`src/rtl/trigger_group.sv`:
```
// Multi-actor ap_ctrl_hs trigger controller: per-channel launch/sleep/sync
// FSMs with group-wide sleep/waited reductions and a sync-round counter.
module trigger_group #(
    parameter int NUM_ACTORS  = 4,
    parameter int RETRY_LIMIT = 2,
    parameter int ROUND_W     = 16
) (
    input  logic                    ap_clk,
    input  logic                    ap_rst,
    input  logic                    ap_start,
    output logic                    ap_done,
    output logic                    ap_ready,
    output logic                    ap_idle,
    input  logic [NUM_ACTORS-1:0]   actor_enable,
    output logic [NUM_ACTORS-1:0]   actor_start,
    input  logic [NUM_ACTORS-1:0]   actor_done,
    input  logic [2*NUM_ACTORS-1:0] actor_return,
    output logic [ROUND_W-1:0]      round_count
);

    localparam int CW = $clog2(RETRY_LIMIT + 1);
    localparam logic [CW-1:0] LIM = CW'(RETRY_LIMIT);

    localparam logic [2:0] S_IDLE        = 3'd0;
    localparam logic [2:0] S_LAUNCH      = 3'd1;
    localparam logic [2:0] S_SLEEP       = 3'd2;
    localparam logic [2:0] S_SYNC_LAUNCH = 3'd3;
    localparam logic [2:0] S_SYNC_SLEEP  = 3'd4;

    logic [2:0]            state_q [NUM_ACTORS];
    logic [2:0]            state_d [NUM_ACTORS];
    logic [CW-1:0]         cnt_q   [NUM_ACTORS];
    logic [CW-1:0]         cnt_d   [NUM_ACTORS];
    logic [CW-1:0]         cnt_inc [NUM_ACTORS];
    logic [NUM_ACTORS-1:0] en_q;
    logic [NUM_ACTORS-1:0] is_idle;
    logic [NUM_ACTORS-1:0] is_sleep;
    logic [NUM_ACTORS-1:0] is_ssleep;
    logic [NUM_ACTORS-1:0] in_ss;
    logic [NUM_ACTORS-1:0] is_wait;
    logic [NUM_ACTORS-1:0] waited;
    logic [ROUND_W-1:0]    round_q;
    logic                  done_q;
    logic                  empty_q;

    logic grp_idle;
    logic all_sleep;
    logic all_sync_sleep;
    logic all_waited;
    logic accept;
    logic empty_start;
    logic sync_done;
    logic finish;

    always_comb begin
        for (int i = 0; i < NUM_ACTORS; i++) begin
            is_idle[i]     = state_q[i] == S_IDLE;
            is_sleep[i]    = is_idle[i] || (state_q[i] == S_SLEEP);
            in_ss[i]       = state_q[i] == S_SYNC_SLEEP;
            is_ssleep[i]   = is_idle[i] || in_ss[i];
            // Disabled channels never count against the group.
            waited[i]      = !en_q[i] || (cnt_q[i] == LIM);
            is_wait[i]     = actor_return[2*i +: 2] == 2'b01;
            cnt_inc[i]     = (cnt_q[i] == LIM) ? LIM : cnt_q[i] + 1'b1;
            actor_start[i] = (state_q[i] == S_LAUNCH) ||
                             (state_q[i] == S_SYNC_LAUNCH);
        end
    end

    assign grp_idle       = &is_idle;
    assign all_sleep      = &is_sleep;
    assign all_sync_sleep = &is_ssleep;
    assign all_waited     = &waited;
    assign accept         = ap_start && grp_idle;
    assign empty_start    = accept && !(|actor_enable);
    assign sync_done      = all_sync_sleep && (|in_ss);
    assign finish         = sync_done && all_waited;

    always_comb begin
        for (int i = 0; i < NUM_ACTORS; i++) begin
            state_d[i] = state_q[i];
            cnt_d[i]   = cnt_q[i];
            if (accept) begin
                state_d[i] = actor_enable[i] ? S_LAUNCH : S_IDLE;
                cnt_d[i]   = '0;
            end else begin
                unique case (1'b1)
                    state_q[i] == S_IDLE: begin
                    end
                    state_q[i] == S_LAUNCH: begin
                        if (actor_done[i]) begin
                            cnt_d[i] = is_wait[i] ? cnt_inc[i] : '0;
                            if (is_wait[i] && (cnt_inc[i] == LIM))
                                state_d[i] = S_SLEEP;
                        end
                    end
                    state_q[i] == S_SLEEP: begin
                        if (all_sleep)
                            state_d[i] = S_SYNC_LAUNCH;
                        else if (!all_waited)
                            state_d[i] = S_LAUNCH;
                    end
                    state_q[i] == S_SYNC_LAUNCH: begin
                        if (actor_done[i]) begin
                            cnt_d[i]   = is_wait[i] ? cnt_inc[i] : '0;
                            state_d[i] = S_SYNC_SLEEP;
                        end
                    end
                    state_q[i] == S_SYNC_SLEEP: begin
                        if (all_sync_sleep)
                            state_d[i] = all_waited ? S_IDLE : S_LAUNCH;
                    end
                    default: state_d[i] = S_IDLE;
                endcase
            end
        end
    end

    always_ff @(posedge ap_clk or posedge ap_rst) begin
        if (ap_rst) begin
            for (int i = 0; i < NUM_ACTORS; i++) begin
                state_q[i] <= S_IDLE;
                cnt_q[i]   <= '0;
            end
            en_q    <= '0;
            round_q <= '0;
            done_q  <= 1'b0;
            empty_q <= 1'b0;
        end else begin
            for (int i = 0; i < NUM_ACTORS; i++) begin
                state_q[i] <= state_d[i];
                cnt_q[i]   <= cnt_d[i];
            end
            if (accept)
                en_q <= actor_enable;
            if (accept)
                round_q <= '0;
            else if (sync_done && !(&round_q))
                round_q <= round_q + 1'b1;
            done_q  <= finish || empty_start;
            // An empty run never leaves IDLE; hold ap_idle low for its one cycle.
            empty_q <= empty_start;
        end
    end

    assign ap_done     = done_q;
    assign ap_ready    = done_q;
    assign ap_idle     = grp_idle && !empty_q;
    assign round_count = round_q;

endmodule

```
`config.mk`:
```
export PLATFORM = sky130hd
export DESIGN_NAME = trigger_group
export DESIGN_NICKNAME = d
export VERILOG_FILES = /design/src/rtl/trigger_group.sv
export SDC_FILE = /design/constraint.sdc
export NUM_CORES = 1
export LEC_CHECK = 0
export ABC_AREA = 1
export CAP_MARGIN = 20
export CORE_ASPECT_RATIO = 0.7
export CORE_MARGIN = 4
export CORE_UTILIZATION = 44
export DETAILED_ROUTE_END_ITERATION = 16
export HOLD_SLACK_MARGIN = 0.05
export MAX_ROUTING_LAYER = met4
export PLACE_DENSITY = 0.74
export SLEW_MARGIN = 20
export SYNTH_ARGS = -nofsm -noshare
export SYNTH_HDL_FRONTEND = slang
export SYNTH_SLANG_ARGS = --single-unit
```
`constraint.sdc`:
```
create_clock -name ap_clk -period 3.12 [get_ports ap_clk]
set_clock_uncertainty 0.05 [all_clocks]
set_input_delay 0.624 -clock ap_clk [delete_from_list [all_inputs] [get_ports ap_clk]]
set_output_delay 0.624 -clock ap_clk [all_outputs]
set_load 0.02 [all_outputs]
```
=== Word level (Yosys, flattened, before mapping) ===
Cells that the tools add are included.

* Bits in registers: 42
* Input port bits: 19
* Output and inout port bits: 23
* Word-level logic and storage cells: 185

* Add/subtract/negate cells: 5
* Eq/ne operators: 52
* Muxes and demuxes: 50
* Reductions and logical operators: 66

{| class="wikitable"
|+ Operator list
! kind !! count
|-
| one-hot mux 3 bit (5 select lines) || 4
|-
| two-way mux 3 bit || 19
|-
| two-way mux 2 bit || 20
|-
| two-way mux 16 bit || 2
|-
| == test 3 x 2 -> 1 bit (second input constant) || 8
|-
| inequality test 3 bit (second input constant) || 8
|-
| AND reduction 6 bit || 4
|-
| nonzero test 2 bit || 9
|-
| logical OR 1 bit || 17
|-
| adder 16 x 1 -> 16 bit (second input constant) || 1
|-
| == test 2 bit (second input constant) || 8
|-
| inequality test 4 bit (second input constant) || 4
|-
| AND reduction 16 bit || 1
|-
| AND reduction 4 bit || 4
|-
| == test 3 x 1 -> 1 bit (second input constant) || 4
|-
| == test 3 bit (second input constant) || 4
|-
| zero test 3 bit || 4
|-
| inequality test 3 x 1 -> 1 bit (second input constant) || 4
|-
| inequality test 3 x 2 -> 1 bit (second input constant) || 4
|-
| logical AND 1 bit || 10
|-
| adder 2 x 1 -> 2 bit (second input constant) || 4
|-
| == test 2 x 1 -> 1 bit (second input constant) || 4
|-
| inequality test 2 x 1 -> 1 bit (second input constant) || 4
|-
| AND reduction 2 bit || 4
|-
| 4 further kinds || 18
|}

=== Longest topological paths before layout ===
Gate-level depths: netlist (run 1).

* Word-level depth: 8
* Mapped depth: 12
* Depth with buffers taken out: 12

=== Worst setup path after synthesis (run 1) ===
Ideal clock, no wire load.

* Path kind: reg-to-output
* Start point: reg state_q[9] (netlist bit)
* End point: out ap_idle
* Data arrival time: 1.244 ns
* Setup slack: 1.202 ns
* Cell stages (with the launch flop): 4
* Path buffers: 0
* Cell sequence: dfrtp_1 nor2_2 nand3_1 nor3_1

* Word-level cells in the longest chain between the ends: 3

{| class="wikitable"
|+ Ends and longest elaborated chain
! item !! RTL line !! source
|-
| start, declared || 30 || <nowiki>logic [2:0] state_q [NUM_ACTORS];</nowiki>
|-
| start signal, assigned by index || 131 || <nowiki>state_q[i] <= state_d[i];</nowiki>
|-
| zero test 3 bit || 57 || <nowiki>is_idle[i] = state_q[i] == S_IDLE;</nowiki>
|-
| AND reduction 4 bit || 70 || <nowiki>assign grp_idle = &is_idle;</nowiki>
|-
| logical AND 1 bit || 148 || <nowiki>assign ap_idle = grp_idle && !empty_q;</nowiki>
|-
| end, declared || 13 || <nowiki>output logic ap_idle,</nowiki>
|}

Every way passes these cells.

=== Worst setup path in the final report (run 1) ===
Same ends and word-level chain as after synthesis.

==> results of run 1 <==
[sequential cells by signal, summed over array words and instances (netlist names)]
signal / count
state_q: 12
en_q: 4
ap_done: 1
empty_q: 1
round_count: 16
cnt_q: 8
[cell families (layout without fill, tap and decap cells)]
family          Yosys count  in the layout
flops                    42             42
xor+xnor                  8              8
simple gates            248            248
fa+ha+maj                 9              9
buf+inv                  58            101
compound gates           29             29
[Yosys cell counts (4+ instances only)]
library cell	n
sky130_fd_sc_hd__o21bai_1	4
sky130_fd_sc_hd__nand3b_1	12
sky130_fd_sc_hd__nand2_1	125
sky130_fd_sc_hd__a21oi_1	4
sky130_fd_sc_hd__nand4_1	9
sky130_fd_sc_hd__nand3_1	38
sky130_fd_sc_hd__xor2_1	8
sky130_fd_sc_hd__ha_1	9
sky130_fd_sc_hd__nor3_1	9
sky130_fd_sc_hd__buf_2	5
sky130_fd_sc_hd__nor2_1	42
sky130_fd_sc_hd__o21ai_0	15
sky130_fd_sc_hd__inv_1	48
sky130_fd_sc_hd__o22ai_1	4
sky130_fd_sc_hd__dfrtp_1	42
[worst paths after layout]
kind | endpoint | slack [ns] | cells past startpoint
min reg2reg | en_q[3] | 0.44 | 2
max | ap_idle | 0.50 | 4
min in group asynchronous | round_count[1] | 0.72 | 3
min | en_q[3] | 0.44 | 2
max in group asynchronous | cnt_q[0] | 1.93 | 3
max reg2reg | state_q[0] | 1.08 | 11
[area by class of cell]
cell class	instances	area (µm²)
tap	75	93.8
fill	548	2570
multi-input combinational	294	1490
sequential	42	1050
inverter	49	184
clock buffer	5	68.8
clock inverter	3	40.0
timing repair buffer	44	433
[worst max-delay path, delay by kind of cell, from the launching register on]
kind	cells	cell delay, ns
buffers and inverters	1	0.63
and+or+nand+nor	3	0.59
DFF	1	0.44
[power groups by stage]
| stage | registers [W] | clock network (W) | logic [W] |
|---|---|---|---|
| 4_1_cts | 0.000823 | 0.000442 | 0.00112 |
| 3_3_place_gp | 0.000826 | 0 | 0.00110 |
| 3_5_place_dp | 0.000835 | 0 | 0.00112 |
| 2_1_floorplan | 0.000819 | 0 | 0.000808 |
| 5_1_grt | 0.000849 | 0.000465 | 0.00127 |
| 6_report | 0.000825 | 0.000424 | 0.00112 |
[through the flow]
stage	worst slack (ns)	area [µm²]	utilization	total power, W
global placement	0.850	3250	0.548	0.00193
detailed placement	0.815	3250	0.548	0.00195
global route	0.295	3360	0.567	0.00259
CTS	0.496	3360	0.567	0.00239
floorplan	1.20	2790	-	0.00163
finish	0.499	3360	0.567	0.00237
[per-layer routing]
metal,vias to the layer above,part of all wire,track usage
li1,1339,-,-
met1,1199,0.50,0.271
met2,80,0.43,0.247
met3,2,0.073,0.0366
met4,0,0.0054,0.0359
met5,-,0,-
==> results, run 1 <==
- 0 antenna diodes ended up in the layout.
- In this run the worst path has a maximum fanout of 5.
- The category of the worst setup path capture point is an output port.
- The y dimension of the die is 74.6 µm.
- The H-tree generated during clock tree synthesis spans 2 levels.
- Synthesis inferred 42 register bits.
- The analysis attributes to cell leakage a power of 1.66 nW.
- The number of antenna violations at the first check in global routing is 0.
- The detail route stage leaves a number of antenna-violating nets equal to 0.
- The first detailed-routing pass took 5 iterations.
- The type of origin of the critical path is a flip-flop.
- The standard cell core area is 5930 µm².
- The synthesized area divided by synthesized cell count is 7.07 µm².
- Of the total synthesized cell area, the portion taken by full adders, half adders and majority gates is 0.0404.
- The multiplexer fraction of the synthesized cell area is 0.
- The slowest stage of the critical path belongs to the cell sky130_fd_sc_hd__clkdlybuf4s50_1.
- The biggest area contributor in the post-synthesis netlist is sky130_fd_sc_hd__dfrtp_1.
- The highest clock rate is 382 MHz.
- The placed wire-length estimate after detailed placement is 4810 µm.
- The later pin in the worst-skew pair is clocked with a latency of 0.29 ns.
- The first global-routing pass estimated 10600 µm of wire.
- The final layout contains routed wiring with a total length of 6340 µm.
- The netlist area before placement is 2790 µm².
- The post-CTS setup-driven buffer insertion count is 0.
- The peak per-stage delay on the critical path is 0.63 ns.
- The transition time of the tightest slew-check pin is 0.651 ns.
- The run finished with clean final reports.
- The total grt overflow is 0.
- The number of CTS-inserted buffers is 5.
- Setup violations remaining at the end of the flow were counted as 0.
- Gates resized during post-CTS repair numbered 0.
- The number of failing hold endpoints at the final stage is 0.
- Leaving out fill and tap cells, the most frequent cells in the layout are sky130_fd_sc_hd__nand2_1 (125), sky130_fd_sc_hd__inv_1 (48), sky130_fd_sc_hd__nor2_1 (42), sky130_fd_sc_hd__dfrtp_1 (42), sky130_fd_sc_hd__clkdlybuf4s50_1 (41).
- The layout-stage area growth over the synthesis result is 20.6%.
- Walking the worst path, the cells encountered are nor2_2, nand3_1, nor3_1, clkdlybuf4s50_1.
- The synthesized netlist contains 28 unique library cells.
- The most used flip-flop cell after synthesis is sky130_fd_sc_hd__dfrtp_1.
- The per-cell routed wire length is 12.4 µm.
- The most critical setup path has its startpoint at state_q[9].
- The tightest hold path in the finished design has a slack of 0.436 ns.
- The part of the total power dissipated in combinational logic is 0.473.
- At the end of routability-driven placement, the weighted congestion stood at 0.905.
- The tree built by TritonCTS fans out to 42 sinks.
- Adding up every negative setup slack in the final design gives 0 ns.
- Measured along the x axis, the die boundary spans 103 µm.
- For this run, the register share of the synthesized area comes to 0.377.
- The number of design rule violations left after detail routing is 0.
- Across the VDD grid, the largest voltage drop is 0.000310 V.
- The min-delay analysis places its worst path in the category reg -> reg.
- TritonCTS built the clock tree.
- The number of max-capacitance violations reported is 0.
- For this block, the initial DRC count from the detailed router was 139.
- The worst register-to-register path begins at cnt_q[0].
- The non-filler instance count after layout is 512.
- The port buffer count is 41.
- Of the post-synthesis cell area, the dominant cell type holds 0.377.
- The share of synthesized flip-flops with an asynchronous set or reset is 1.00.
- Counting along the longest clock path gives a buffer depth of 2.
- Setup repair after global routing left no endpoint under its margin.
- The gate count after technology mapping is 394.
- For this configuration, the core starts out at a cell density of 0.470.
- The number of global-route vias before repair is 2228.
- The design internal power is 0.00134 W.
- The routed layout has 2620 vias.
- The ratio of cells with drive above 1 in the final layout is 0.0572.
- The share of the synthesized area in compound gates (AO/OA/AOI/OAI) came to 0.0615.
- The power share of the clock group is 0.179.
- The data required time of the worst path is 2.45 ns.
- The number of max-slew violations in the final report is 0.
- Leaving out fill and tap cells, the most frequent cell in the layout is sky130_fd_sc_hd__nand2_1.
- In this run the core area contains 23 standard-cell rows.
- The part of the total power dissipated in sequential elements is 0.348.
- In the global route stage, overall resource usage came out at 0.179.
- The worst pin sits at a relative slew slack of 0.564.
- The startpoint of the tightest hold check path is en_q[3].
- In this run the clock root is driven by a sky130_fd_sc_hd__clkbuf_8.
- Counting tap cells, the placed design contains a total of 504 instances.
- Data on the critical path arrives at its endpoint at 1.95 ns.
- The synthesized-area fraction occupied by xor and xnor cells is 0.0251.
- The final critical path time including I/O delays and setup is 2.62 ns.
- The net count after synthesis is 422.
- The number of top-level pins is 42.
- Of the total power, the share spent switching nets is 0.436.
- At the end of the flow, the number of nets in the layout was 464.
- The period utilization is 0.840.
- The number of flops mapped to enable cells by yosys is 0.
- For this design the ratio of total power to cell area is 706 nW/µm².
- The dominant combinational cell family by area after synthesis is simple AND/OR/NAND/NOR gates.
- The synthesis warning total is 0.
- The power dissipated by switching net loads is 0.00104 W.
- Clock-pin slew was measured on the worst setup and hold paths at 0.08 ns.
- The fraction of the mapped netlist area in simple logic gates is 0.407.
- The critical path class is reg -> out.
- The number of buffers inserted for hold repair after clock tree synthesis is 0.
- The per-cell via count in the routed design is 5.12.
- The die area is 7690 µm².
- The pin count of the biggest net entering global routing is 43.
- After synthesis, the cell types taking the most area are sky130_fd_sc_hd__dfrtp_1 (38%), sky130_fd_sc_hd__nand2_1 (17%), sky130_fd_sc_hd__nand3_1 (6.8%), sky130_fd_sc_hd__inv_1 (6.5%), sky130_fd_sc_hd__nor2_1 (5.7%).
Note: power is estimated with default switching activity, not from simulation.
==> run 2, diff against run 1 <==
- PLACE_DENSITY: 0.74 -> 0.77
- clock period: 3.12 -> 2.2 ns (I/O delays scaled with it)
==> results, run 2 (synthesis gave the netlist of run 1 again) <==
- The flow ran to the end, and the final reports show no timing, DRC or antenna violations.
- The final critical path time including I/O delays and setup is 2.08 ns.
- The arrival time reported for the critical path endpoint is 1.59 ns.
- The wire length of the first global-routing pass is 11100 µm.
- Summed over all nets, the switching power comes to 0.00151 W.
- The root cell of the clock tree is sky130_fd_sc_hd__clkbuf_8.
- The transition time of the tightest slew-check pin is 0.541 ns.
- Traced cell by cell, the critical path runs through nor2_2, clkdlybuf4s50_1.
- The total grt overflow is 0.
- In this run the worst setup path terminates at actor_start[3].
- Summed over all layers, the routed wires come to 6590 µm.
- For the worst setup path, the data required time is 1.71 ns.
- Across the run, the number of max-cap violations was 0.
- Dividing the final minimum period by the clock period gives 0.944.
- Along the worst path, the maximum fanout reaches 4.
- For flop-to-flop paths, the worst setup slack is 0.33 ns.
- The clock tree from TritonCTS is yes.
- The number of antenna diodes in the final layout is 0.
- Setup slack closes at 0.124 ns.
- The final route contains 2689 vias.
- The number of global-route vias before repair came to 2440.
- The number of failing setup endpoints in the final timing report is 0.
- The worst hold-check path type is reg -> reg.
- Timing analysis after detailed placement gives a worst setup slack of 0.133 ns.
- The total number of H-tree levels is 2.
- The number of antenna violations at the first check in global routing came to 0.
- The depth of the worst register-to-register path is 8.
- The clock passes through at most 2 buffers.
- The maximum ir drop on the vdd rail is 0.000638 V.
- The number of CTS-inserted buffers is 5.
- The per-cell routed wire length is 12.7 µm.
- The pin count of the biggest net entering global routing is 43.
- The part of the total power dissipated in sequential elements is 0.338.
- The number of cells on the critical path is 2.
- The top cell types in the final layout, fill and taps aside, are sky130_fd_sc_hd__nand2_1 (124), sky130_fd_sc_hd__inv_1 (48), sky130_fd_sc_hd__dfrtp_1 (42), sky130_fd_sc_hd__nor2_1 (40), sky130_fd_sc_hd__nand3_1 (38).
- Buffers added to address setup during post-CTS repair amount to 0.
- The source of the worst register-to-register timing path is state_q[7].
- The final setup TNS is 0 ns.
- Of the total power, the share spent switching nets is 0.437.
- The type of origin of the critical path is a flip-flop.
- The part of the total power dissipated in combinational logic is 0.489.
- The analysis attributes to cell leakage a power of 1.74 nW.
- For this run, the slowest stage of the critical path takes 0.64 ns.
- Of the cells placed in the final design, the portion with a size suffix greater than 1 is 0.0788.
- The clock latency reported for the late side of the worst-skew pair is 0.30 ns.
- The slowest cell on the critical path is sky130_fd_sc_hd__clkdlybuf4s50_1.
- In this run the standard cell core region covers 5930 µm².
- The total power density per cell area is 1010 nW/µm².
- The number of top-level pins is 42.
- The net count of the finished layout is 471.
- For this run, the total global-route usage over all layers was measured as 0.190.
- Counting both buffers and inverters, the worst setup path holds a total of 1.
- The y dimension of the die is 74.6 µm.
- After routing the design area is 3430 µm².
- The flip-flop count of the largest register, all copies and words added is 16.
- Hold is met by 0.434 ns.
- In this run the tool buffered the top-level ports with 41 buffer cells.
- After clock tree synthesis, the clock-pin slew on the worst setup and hold paths is 0.08 ns.
- The critical path starts at state_q[2].
- The number of failing hold endpoints at the final stage is 0.
- The initial utilization of the core area, before any placement, comes to 0.470.
- The die width is 103 µm.
- In this run the remaining antenna-violating nets after routing total 0.
- The number of max-slew violations in the final report came to 0.
- Row generation in the floorplan step produced 23 rows.
- Routability-driven placement finished with a final weighted congestion of 0.876.
- The capture point of the worst reg-to-reg path is round_count[5].
- In the routed layout, each cell is associated on average with a via count of 5.18.
- The placed wire-length estimate after detailed placement is 4920 µm.
- Measured against its own limit, the worst slew margin works out to 0.639.
- Of the total power, the clock network draws 0.173.
- The category of the worst setup path capture point is an output port.
- The sink count of the clock tree is 42.
- The critical path class is reg -> out.
- Once placement finished, the instance area stood at 3300 µm².
- The die covers 7690 µm².
- The detailed router's first-iteration violation count is 176.
- The highest clock rate is 482 MHz.
- The most common cell after layout, fill and taps aside is sky130_fd_sc_hd__nand2_1.
- The layout-stage area growth over the synthesis result is 23.0%.
- The pre-antenna-repair detailed-routing pass consisted of 5 iterations.
- The number of design rule violations left after detail routing is 0.
- Setup repair after global routing left no endpoint under its margin.
- The design internal power is 0.00194 W.
- The kind of cell with the highest combined delay along the critical path is buffers and inverters.
-- run 2: changes by cell type in the layout (fill, tap and decap cells not counted), sizes merged --
cell	change
buf	+7
clkdlybuf4s50	-4
clkbuf	+3
dlymetal6s2s	+3
clkinv	-2
bufinv	-1
dlygate4sd2	+1
-- run 2: layout make-up --
type                    instances  area, µm²
inverters                      49        184
clock buffers                   8        110
repair buffers                 51        492
flip-flops and latches         42       1050
well taps                      75       93.8
fillers                       563       2500
multi-input cells             294       1500
-- run 2: repair_timing --
action / 4_1_cts / 5_1_grt
gates cloned: 0 / 0
setup endpoints to repair: 1 / 11
pin swaps: 0 / 1
hold buffers: 0 / 0
gates resized for setup: 1 / 6
-- run 2: worst reg2reg max path, cell delays in order, from the launching register on --
cell	delay (ns)
sky130_fd_sc_hd__dfrtp_1	0.46
sky130_fd_sc_hd__nor2_4	0.18
sky130_fd_sc_hd__nand3_1	0.11
sky130_fd_sc_hd__buf_4	0.15
sky130_fd_sc_hd__nor2_1	0.12
sky130_fd_sc_hd__nand2_2	0.22
sky130_fd_sc_hd__buf_4	0.29
sky130_fd_sc_hd__nand3_1	0.11
sky130_fd_sc_hd__nand2_1	0.06
-- run 2: power groups by stage --
stage | sequential [W] | clock (W) | combinational (W)
after floorplan | 0.00116 | 0 | 0.00115
after global placement | 0.00116 | 0 | 0.00163
after detailed placement | 0.00117 | 0 | 0.00167
after CTS | 0.00116 | 0.000609 | 0.00168
after global routing | 0.00120 | 0.000642 | 0.00192
final | 0.00116 | 0.000596 | 0.00169
-- run 2: worst min path at each step --
stage               endpoint  cells after the start  slack, ns     from
floorplan            en_q[0]                      2       0.40  en_q[0]
global placement     en_q[1]                      2       0.41  en_q[1]
detailed placement   en_q[2]                      2       0.42  en_q[2]
CTS                  en_q[1]                      2       0.44  en_q[1]
global route         en_q[3]                      2       0.48  en_q[3]
finish               en_q[1]                      2       0.43  en_q[1]
-- run 2: metrics by stage --
step	std cells	util	power [W]
floorplan	394	-	0.00231
global placement	511	0.557	0.00280
detailed placement	511	0.557	0.00284
CTS	519	0.576	0.00345
global route	519	0.578	0.00376
finish	519	0.578	0.00344
-- run 2: per-layer routing --
metal	up-vias	share of wire	global-route usage
li1	1355	-	-
met1	1241	0.47	0.268
met2	86	0.44	0.281
met3	7	0.070	0.0356
met4	0	0.011	0.0474
met5	-	0	-
==> run 3, diff against run 2 <==
- TNS_END_PERCENT: default -> 30
==> results of run 3 <==
Same layout as run 2: the final DEF is identical, and so are final timing and power.
